[config.mk]
export PLATFORM = sky130hd
export DESIGN_NAME = dynamics_envelope
export DESIGN_NICKNAME = d
export VERILOG_FILES = /design/src/rtl/dynamics_envelope.sv
export SDC_FILE = /design/constraint.sdc
export NUM_CORES = 1
export LEC_CHECK = 0
export ABC_AREA = 0
export ABC_CLOCK_PERIOD_IN_PS = 13900
export BUFFER_PORTS_ARGS = -buffer_cell sky130_fd_sc_hd__buf_2
export CAP_MARGIN = 15
export CELL_PAD_IN_SITES_DETAIL_PLACEMENT = 0
export CELL_PAD_IN_SITES_GLOBAL_PLACEMENT = 2
export CORE_ASPECT_RATIO = 0.5
export CORE_MARGIN = 5
export CORE_UTILIZATION = 41
export DETAILED_ROUTE_END_ITERATION = 8
export GPL_TIMING_DRIVEN = 0
export HOLD_SLACK_MARGIN = 0.05
export PLACE_DENSITY_LB_ADDON = 0.1
export SYNTH_ARGS = -nofsm -noshare
export SYNTH_HDL_FRONTEND = slang
export SYNTH_SLANG_ARGS = --single-unit
[constraint.sdc]
create_clock -name clk -period 13.9 [get_ports clk]
set_clock_uncertainty 0.1 [all_clocks]
set_input_delay 2.78 -clock clk [delete_from_list [all_inputs] [get_ports clk]]
set_output_delay 2.78 -clock clk [all_outputs]
set_load 0.03 [all_outputs]
[src/rtl/dynamics_envelope.sv]
// ADSR amplitude envelope: scales 16-bit signed samples by an 8-bit gain that
// follows attack/decay/sustain/release, stepped by the external minibeat tick.
//
// state   | meaning
// IDLE    | no note (duration 0 or after reset), gain 0
// ATTACK  | gain rising toward 255
// DECAY   | gain falling toward SUSTAIN_LEVEL
// SUSTAIN | gain held at SUSTAIN_LEVEL
// RELEASE | gain falling toward 0 until the next retrigger
module dynamics_envelope #(
  parameter int MINIBEATS_PER_BEAT = 16,
  parameter int SUSTAIN_LEVEL      = 192
) (
  input  logic        clk,
  input  logic        reset,
  input  logic        play_enable,
  input  logic [15:0] sample_in,
  input  logic [5:0]  duration,
  input  logic [1:0]  attack_time_pow,
  input  logic [1:0]  decay_time_pow,
  input  logic [1:0]  release_time_pow,
  input  logic        minibeat,
  input  logic        toggle_dynamics,
  input  logic        sample_ready,
  output logic [15:0] sample_out,
  output logic        dynamic_sample_ready
);

  typedef enum logic [2:0] {IDLE, ATTACK, DECAY, SUSTAIN, RELEASE} state_t;

  state_t      state_q, state_d;
  logic [7:0]  gain_q, gain_d;
  logic [9:0]  elapsed_q, elapsed_d;
  logic [5:0]  dur_q, dur_d;
  logic        play_q, play_d;
  logic [15:0] sample_out_q, sample_out_d;
  logic        ready_q, ready_d;

  logic [9:0]  note_len, release_len, remaining;
  logic [7:0]  atk_step, dec_step, rel_step, rel_gain;
  logic [8:0]  atk_sum;
  logic        trigger;
  logic signed [24:0] prod;

  always_comb begin
    note_len    = 10'(32'(duration) * MINIBEATS_PER_BEAT);
    release_len = 10'd4 << release_time_pow;
    remaining   = note_len - elapsed_q;
    atk_step    = 8'd64 >> attack_time_pow;
    dec_step    = 8'd16 >> decay_time_pow;
    rel_step    = 8'd64 >> release_time_pow;
    atk_sum     = {1'b0, gain_q} + {1'b0, atk_step};
    rel_gain    = (gain_q <= rel_step) ? 8'd0 : gain_q - rel_step;
    trigger     = ((duration != dur_q) && (duration != 6'd0)) || !play_q;

    state_d   = state_q;
    gain_d    = gain_q;
    elapsed_d = elapsed_q;
    dur_d     = duration;
    play_d    = play_enable;

    if (play_enable) begin
      if (duration == 6'd0) begin
        state_d   = IDLE;
        gain_d    = 8'd0;
        elapsed_d = 10'd0;
      end else if (trigger) begin
        state_d   = ATTACK;
        gain_d    = 8'd0;
        elapsed_d = 10'd0;
      end else if (minibeat && (state_q != IDLE)) begin
        if (elapsed_q == note_len - 10'd1) begin
          // End of note restarts it, so repeated equal durations retrigger
          state_d   = ATTACK;
          gain_d    = 8'd0;
          elapsed_d = 10'd0;
        end else begin
          elapsed_d = elapsed_q + 10'd1;
          if ((state_q != RELEASE) && (remaining <= release_len)) begin
            state_d = RELEASE;
            gain_d  = rel_gain;
          end else begin
            case (state_q)
              ATTACK: begin
                if (atk_sum >= 9'd255) begin
                  gain_d  = 8'd255;
                  state_d = DECAY;
                end else begin
                  gain_d = atk_sum[7:0];
                end
              end
              DECAY: begin
                if ({1'b0, gain_q} <= 9'(SUSTAIN_LEVEL) + {1'b0, dec_step}) begin
                  gain_d  = 8'(SUSTAIN_LEVEL);
                  state_d = SUSTAIN;
                end else begin
                  gain_d = gain_q - dec_step;
                end
              end
              RELEASE: gain_d = rel_gain;
              default: gain_d = gain_q;
            endcase
          end
        end
      end
    end
  end

  // Product uses the gain held at the start of the cycle
  always_comb begin
    prod         = $signed(sample_in) * $signed({1'b0, gain_q});
    sample_out_d = sample_out_q;
    ready_d      = sample_ready;
    if (sample_ready) begin
      sample_out_d = toggle_dynamics ? 16'(prod >>> 8) : sample_in;
    end
  end

  always_ff @(posedge clk) begin
    if (reset) begin
      state_q      <= IDLE;
      gain_q       <= 8'd0;
      elapsed_q    <= 10'd0;
      dur_q        <= 6'd0;
      play_q       <= 1'b0;
      sample_out_q <= 16'd0;
      ready_q      <= 1'b0;
    end else begin
      state_q      <= state_d;
      gain_q       <= gain_d;
      elapsed_q    <= elapsed_d;
      dur_q        <= dur_d;
      play_q       <= play_d;
      sample_out_q <= sample_out_d;
      ready_q      <= ready_d;
    end
  end

  assign sample_out           = sample_out_q;
  assign dynamic_sample_ready = ready_q;

endmodule

### Word level (Yosys, flattened, before mapping)

Cells that the tools add are included.

* register bits: 45
* latch bits: 0
* RAM bits: 0
* memory bits (read-only): 0
* output and inout port bits: 17
* logic and storage cells: 67
* memories kept: 0

* add/subtract/negate cells: 7
* multiply operators: 1
* div/mod/pow operators: 0
* $lt $le $gt $ge: 4
* equality and inequality tests: 8
* shifts and indexed selects: 4
* multiplexer cells: 22
* bitwise gates (word level): 0
* reductions and logical operators: 14

Operators with widths (number)
* 2-to-1 mux 8 bit: 8
* 2-to-1 mux 10 bit: 4
* multiplier 16 x 9 -> 24 bit: 1
* one-hot mux 8 bit (3 select lines): 1
* 2-to-1 mux 3 bit: 7
* 2-to-1 mux 16 bit: 1
* >> shifter 7 x 2 -> 8 bit (first input constant): 2
* subtractor 8 bit: 2
* != test 6 bit (second input constant): 2
* nonzero test 6 bit: 2
* adder 10 x 1 -> 10 bit (second input constant): 1
* == test 10 bit: 1
* <= comparator 10 bit: 1
* left shift 3 x 2 -> 10 bit (first input constant): 1
* subtractor 10 x 1 -> 10 bit (second input constant): 1
* subtractor 10 bit: 1
* adder 8 x 8 -> 9 bit: 1
* adder 8 x 8 -> 9 bit (first input constant): 1
* greater-or-equal comparator 9 x 8 -> 1 bit (second input constant): 1
* <= comparator 8 x 9 -> 1 bit: 1
* <= comparator 8 bit: 1
* >> shifter 5 x 2 -> 8 bit (first input constant): 1
* nonzero test 7 bit: 1
* logical NOT 6 bit: 1
* 13 further kinds: 16

### Depth between registers and ports, before layout

Gate-level depths: netlist of run 1.

* depth in word-level cells: 10
* depth in mapped cells: 20
* depth with buffers taken out: 19

### Worst setup path before layout of run 1

OpenSTA, ideal clock, no wires.

* path type: input to register
* from: input sample_in[8]
* to: register sample_out_q[14] (netlist: sample_out[14])
* setup time: 0.091 ns
* arrival: 7.088 ns
* path slack: 6.621 ns
* stages: 18
* cell sequence: buf_1 nand2_1 fa_1 inv_1 fa_1 fa_1 inv_1 fa_1 inv_1 ha_1 a21oi_1 nand2_1 a221oi_1 o21ai_0 a211oi_1 o21bai_1 xnor2_1 a311oi_1

* cells in the longest elaborated chain, start to end: 2

Ends and longest elaborated chain
* start: declaration: RTL line 17 `input logic [15:0] sample_in,`
* multiplier 16 x 9 -> 24 bit: RTL line 111 `prod = $signed(sample_in) * $signed({1'b0, gain_q});`
* 2-to-1 mux 16 bit: RTL line 115 `sample_out_d = toggle_dynamics ? 16'(prod >>> 8) : sample_in;`
* end signal: assignment: RTL line 134 `sample_out_q <= sample_out_d;`
* end: declaration: RTL line 36 `logic [15:0] sample_out_q, sample_out_d;`

No other way between the ends.
A chain may end at the register's enable or synchronous reset.

### Final worst setup path of run 1

* from: input sample_in[7]
* to: register sample_out_q[13] (netlist: sample_out[13])

Same word-level chain as after synthesis.

==> results of run 1 <==
==> power by group <==
group | leakage (nW) | internal [mW] | switching [mW] | total [mW]
combinational | 3.46 | 0.0245 | 0.0475 | 0.0720
sequential | 0.368 | 0.133 | 0.00235 | 0.136
clock | 0.0800 | 0.0853 | 0.0562 | 0.141
==> stage by stage <==
| step | power [mW] | hold slack [ns] |
|---|---|---|
| 6_report | 0.3492 | 0.3898 |
| 2_1_floorplan | 0.1856 | 0.4036 |
| 5_1_grt | 0.3659 | 0.4091 |
| 4_1_cts | 0.3528 | 0.3942 |
| 3_5_place_dp | 0.2109 | 0.3847 |
| 3_3_place_gp | 0.2107 | 0.3725 |
==> worst min path at each step <==
stage                         from              to  cells past startpoint
CTS                  sample_out[4]   sample_out[4]                      2
global placement    sample_out[13]  sample_out[13]                      2
detailed placement   sample_out[4]   sample_out[4]                      2
finish               sample_out[4]   sample_out[4]                      2
floorplan             elapsed_q[9]    elapsed_q[9]                      2
global route         sample_out[4]   sample_out[4]                      2
==> critical path, cell delays in order <==
cell and delay [ns]:
clkbuf_1 0.52, nand2_1 0.17, fa_1 0.56, inv_1 0.05, fa_1 0.49, fa_1 0.56, inv_1 0.06, fa_1 0.54
inv_1 0.05, ha_1 0.35, and4_1 0.25, a221oi_1 0.28, o21ai_0 0.23, a211oi_1 0.41, xnor2_1 0.17, mux2i_1 0.13
a211oi_1 0.29
==> registers in the layout, summed over array words and instances (netlist names) <==
register and count:
play_q 1, sample_out 16, gain_q 8, dur_q 6, dynamic_sample_ready 1, elapsed_q 10, state_q 3
==> cells in the final DEF, fill, tap and decap left out, types with 9 or more instances in the layout <==
master    count
inv_1       164
xor2_1       15
and2_1       59
a211oi_1     14
a21oi_1      33
buf_2        41
xnor2_1      33
o21ai_0      16
nor2_1       53
nor2b_1      14
ha_1         69
o21a_1       12
nand2b_1      9
nand4_1       9
clkbuf_1     31
fa_1        100
dfxtp_1      45
nor3_1       22
nand2_1     102
==> cell families after synthesis <==
group / share of synthesized area
fa+ha+maj: 0.3758
xor+xnor: 0.05728
mux: 0.006565
flops: 0.1182
compound gates: 0.1362
simple gates: 0.2048
buf+inv: 0.1011
==> layer usage <==
metal / GRT usage / routed length (um) / vias up
met3: 0.02499 / 662 / 4
li1: - / - / 3096
met4: 0.01162 / 48 / 0
met2: 0.3149 / 9250 / 74
met5: 0 / 0 / -
met1: 0.2932 / 10630 / 3063
==> final cells by class <==
class / count / area (um2) / area share
clock inverters: 3 / 46.29 / 0.005586
plain buffers: 38 / 147.6 / 0.01781
flip-flops and latches: 45 / 900.9 / 0.1087
diodes: 1 / 2.502 / 0.0003019
clock buffers: 5 / 125.1 / 0.01510
well taps: 240 / 300.3 / 0.03623
multi-input cells: 677 / 5952 / 0.7181
repair buffers: 38 / 190.2 / 0.02295
inverters: 166 / 623.1 / 0.07518
==> results_dict.tcl, run 1 <==
set metrics [dict create \
    nets 1174 \
    worst_slew_pin_slew_ns 0.8800 \
    tns_ns 0 \
    finish.utilization 0.4517 \
    synth.area.top_cells "fa_1 26%, dfxtp_1 12%, ha_1 11%" \
    cts_buffers 5 \
    initial_utilization 0.4155 \
    r2r_cells 18 \
    grt_usage 0.1951 \
    yosys_warnings 0 \
    maxCapViolCount 0 \
    nFillCells 1875 \
    holdBufCountCts 0 \
    io_pins 51 \
    ys_ff_latch 45 \
    crit_arrival_ns 7.91 \
    grt_pass1_vias 6315 \
    insertion_delay_ns 0.29 \
    grt_overflow 0 \
    clock_path_buffers 2 \
    synth_cell_types 72 \
    rows 35 \
    grt_antenna_before_repair 0 \
    grt_max_degree 16 \
    worstPathMaxFanout 9 \
    drc 0 \
    mappedNetlistArea_um2 7624 \
    rsz0062_at_grt "false" \
    p_per_area_nw_per_um2 42.13 \
    vias 6237 \
    grt_first_pass_wirelength_um 33820 \
    peakVddDrop_uv 71.40 \
    clk_pin_slew_ns 0.07 \
    fmax_mhz 128.0 \
    ys_async_sr_fraction 0 \
    fin_area_um2 8288 \
    yosys.area.top_type "fa_1" \
    worstHoldPathType "flip-flop to flip-flop" \
    die-width_um 202.8 \
    postRouteAntennaNets 0 \
    fp.dieH_um 106.4 \
    yosysMostFrequentCell "inv_1" \
    cts_resized 0 \
    end_kind "flip-flop" \
    dpl.hpwl_um 16860 \
    drive_gt1_frac 0.07305 \
    worstSetupPathType "primary input to flip-flop" \
    dpl_cell_area_um2 8114 \
    start_kind "primary input" \
    ys_seq_area_frac 0.1182 \
    crit-reg2reg-launch "gain_q[5]" \
    area_growth_pct 8.715 \
    avgRoutedWirePerCell_um 16.98 \
    finalCritPeriodShare 0.5620 \
    endpoint "sample_out[13]" \
    die_area_um2 21590 \
    startpoint "sample_in[7]" \
    setup_slack_ns 6.088 \
    syn_nets 1129 \
    slew_violations 0 \
    ys.flop_type "dfxtp_1" \
    via_per_inst 5.142 \
    core_area_um2 18350 \
    dr.first_iter.drc_count 298 \
    cts_root_buffer "clkbuf_16" \
    syn_area_per_cell_um2 8.233 \
    r2r_slack_ns 7.58 \
    gp_congestion 0.8004 \
    yosysTopAreaCellShare 0.2626 \
    r2r_end "sample_out[6]" \
    port_buffers 38 \
    wl_um 20590 \
    required_ns 14.00 \
    slew_headroom 0.4133 \
    numClockSinks 45 \
    synth_edf_count 0 \
    placed_cells 1204 \
    fin_cells 1213 \
    min_period_ns 7.812 \
    p_leak_nw 3.905 \
    setup_viol 0 \
    cts_tree "done" \
    cts_max_level 2 \
    place_ws_ns 5.793 \
    synthTopCellsByCount "164 x inv_1, 102 x nand2_1, 100 x fa_1, 69 x ha_1, 59 x and2_1" \
    cts_setup_buffers 0 \
    syn_inst 926 \
    final_hold_viol_count 0 \
    status "finished, final reports clean" \
    drt_first_pass_iters 5 \
]
Power figures use the tool's default switching activity.
==> inputs of run 2 (changes only) <==
ABC_AREA = 1   (was 0)
ABC_CLOCK_PERIOD_IN_PS = 6900   (was 13900)
CORE_UTILIZATION = 32   (was 41)
clock period = 6.9 ns   (was 13.9 ns; I/O delays follow)
==> results_dict.tcl, run 2 <==
set metrics [dict create \
    worstSetupPathType "flip-flop to flip-flop" \
    grt_max_degree 13 \
    slew_headroom 0.4208 \
    crit_arrival_ns 6.05 \
    io_pins 51 \
    p_per_area_nw_per_um2 88.74 \
    dpl.hpwl_um 21550 \
    cts_max_level 2 \
    finalCritPeriodShare 0.8667 \
    die_area_um2 30860 \
    grt_overflow 0 \
    grt_pass1_vias 8181 \
    clk_pin_slew_ns 0.07 \
    rsz0062_at_grt "false" \
    yosysMostFrequentCell "nand2_1" \
    via_per_inst 4.621 \
    placed_cells 1731 \
    p_leak_nw 5.307 \
    yosysTopAreaCellShare 0.2295 \
    crit_slowest_cell "clkbuf_1" \
    synthTopCellsByCount "359 x nand2_1, 311 x inv_1, 123 x nor2_1, 100 x fa_1, 92 x nand3_1" \
    layout_commonest_cell "nand2_1" \
    rows 42 \
    crit_family "adder cells" \
    synth.area.top_cells "fa_1 23%, nand2_1 15%, inv_1 13%" \
    dr.first_iter.drc_count 468 \
    wl_um 25600 \
    end_kind "flip-flop" \
    maxCapViolCount 0 \
    cts_tree "done" \
    drive_gt1_frac 0.06426 \
    yosys.area.top_type "fa_1" \
    min_period_ns 5.980 \
    syn_inst 1347 \
    cts_setup_buffers 0 \
    finish.utilization 0.3548 \
    fmax_mhz 167.2 \
    ys_async_sr_fraction 0 \
    die-width_um 243.5 \
    path_common_cell "nand2_1" \
    postRouteAntennaNets 0 \
    holdBufCountCts 0 \
    core_area_um2 26640 \
    vias 8026 \
    synth_edf_count 0 \
    ys.flop_type "dfxtp_1" \
    area_growth_pct 8.378 \
    tns_ns 0 \
    syn_area_per_cell_um2 6.475 \
    syn_nets 1550 \
    peakVddDrop_uv 89.99 \
    clock_path_buffers 2 \
    status "finished, final reports clean" \
    worst_slew_pin_slew_ns 0.8688 \
    grt_usage 0.1714 \
    grt_first_pass_wirelength_um 42860 \
    start_kind "flip-flop" \
    largest_reg_flops 16 \
    yosys_warnings 0 \
    worstPathMaxFanout 10 \
    mostFrequentLayoutCells "359 x nand2_1, 311 x inv_1, 123 x nor2_1, 100 x fa_1, 92 x nand3_1" \
    avgRoutedWirePerCell_um 14.74 \
    insertion_delay_ns 0.30 \
    cts_root_buffer "clkbuf_16" \
    critPathBufInv 5 \
    critical-path-max-stage-delay_ns 0.58 \
    ys_ff_latch 45 \
    slew_violations 0 \
    setup_viol 0 \
    worstHoldPathType "flip-flop to flip-flop" \
    port_buffers 32 \
    mappedNetlistArea_um2 8722 \
    drt_first_pass_iters 5 \
    synth_cell_types 43 \
    final_hold_viol_count 0 \
    grt_antenna_before_repair 0 \
    antenna_cells 0 \
    cts_resized 0 \
    required_ns 6.97 \
    fin_cells 1737 \
    initial_utilization 0.3274 \
    gp_congestion 0.8698 \
    numClockSinks 45 \
    fp.dieH_um 126.7 \
    nets 1589 \
    path_cells "clkbuf_1, clkbuf_1, nand2_1, fa_1, inv_1, fa_1, fa_1, inv_1, fa_1, inv_1, ha_1, a21oi_1, o21ai_0, a21oi_1, nand2_1, nand2_1, nand2_1, nand2_1, nand3_1, nand2_1, a21oi_1" \
    drc 0 \
    ys_seq_area_frac 0.1033 \
    cts_buffers 5 \
]
## run 2: changes by cell type after synthesis, sizes merged, moves of 9 or more
cell	previous run	this run
and2	59	2
nor2b	14	0
nand2	102	370
a211oi	14	2
a21oi	33	49
nor3	23	13
inv	164	317
o31ai	9	0
xnor2	33	8
nor2	54	136
nand4	9	23
nand2b	9	0
buf	6	15
nand3	8	99
## run 2: per-layer routing
metal  part of all wire  up-vias  GRT usage
met4             0.0084        0    0.02133
met2               0.47       91     0.2970
met5                  0        -          0
met3              0.023       18    0.02018
li1                   -     4114          -
met1               0.50     3803     0.2384
## run 2: final cells by class
type / instances / area, um2
well taps: 352 / 440.4
plain buffers: 46 / 195.2
clock buffers: 5 / 125.1
repair buffers: 32 / 160.2
multi-input cells: 937 / 6429
flip-flops and latches: 45 / 900.9
inverters: 319 / 1197
fillers: 2983 / 17190
clock inverters: 1 / 5.005
## run 2: final timing paths
check / start / slack, ns / cells past startpoint / end
max: gain_q[5] / 0.92 / 21 / sample_out[11]
min: sample_out[7] / 0.36 / 2 / sample_out[7]
max reg2reg: gain_q[5] / 0.92 / 21 / sample_out[11]
min reg2reg: sample_out[7] / 0.36 / 2 / sample_out[7]
## run 2: worst min-delay path, cell delays in order (launching register included)
cell and delay, ns:
dfxtp_1 0.31, nand2_1 0.06, a21oi_1 0.05
## run 2: kinds of logic after synthesis
| family | synth area share |
|---|---|
| simple gates | 0.3228 |
| buf+inv | 0.1597 |
| fa+ha+maj | 0.3285 |
| compound gates | 0.06169 |
| flops | 0.1033 |
| xor+xnor | 0.02410 |
## run 2: power by group
group | switching (mW) | internal (mW) | leakage, nW
Combinational | 0.220 | 0.104 | 4.87
Sequential | 0.00681 | 0.271 | 0.369
Clock | 0.107 | 0.130 | 0.0655
## run 2: through the flow
stage / instance area, um2 / total power, mW / setup WS, ns / hold WS (ns)
after floorplan: 8722 / 0.5172 / 1.380 / 0.3652
after global placement: 9323 / 0.6096 / 0.6751 / 0.3552
after detailed placement: 9323 / 0.6121 / 0.6884 / 0.3524
after CTS: 9453 / 0.8544 / 0.8727 / 0.3617
after global routing: 9453 / 0.9116 / 0.4940 / 0.3780
final: 9453 / 0.8388 / 0.9198 / 0.3606
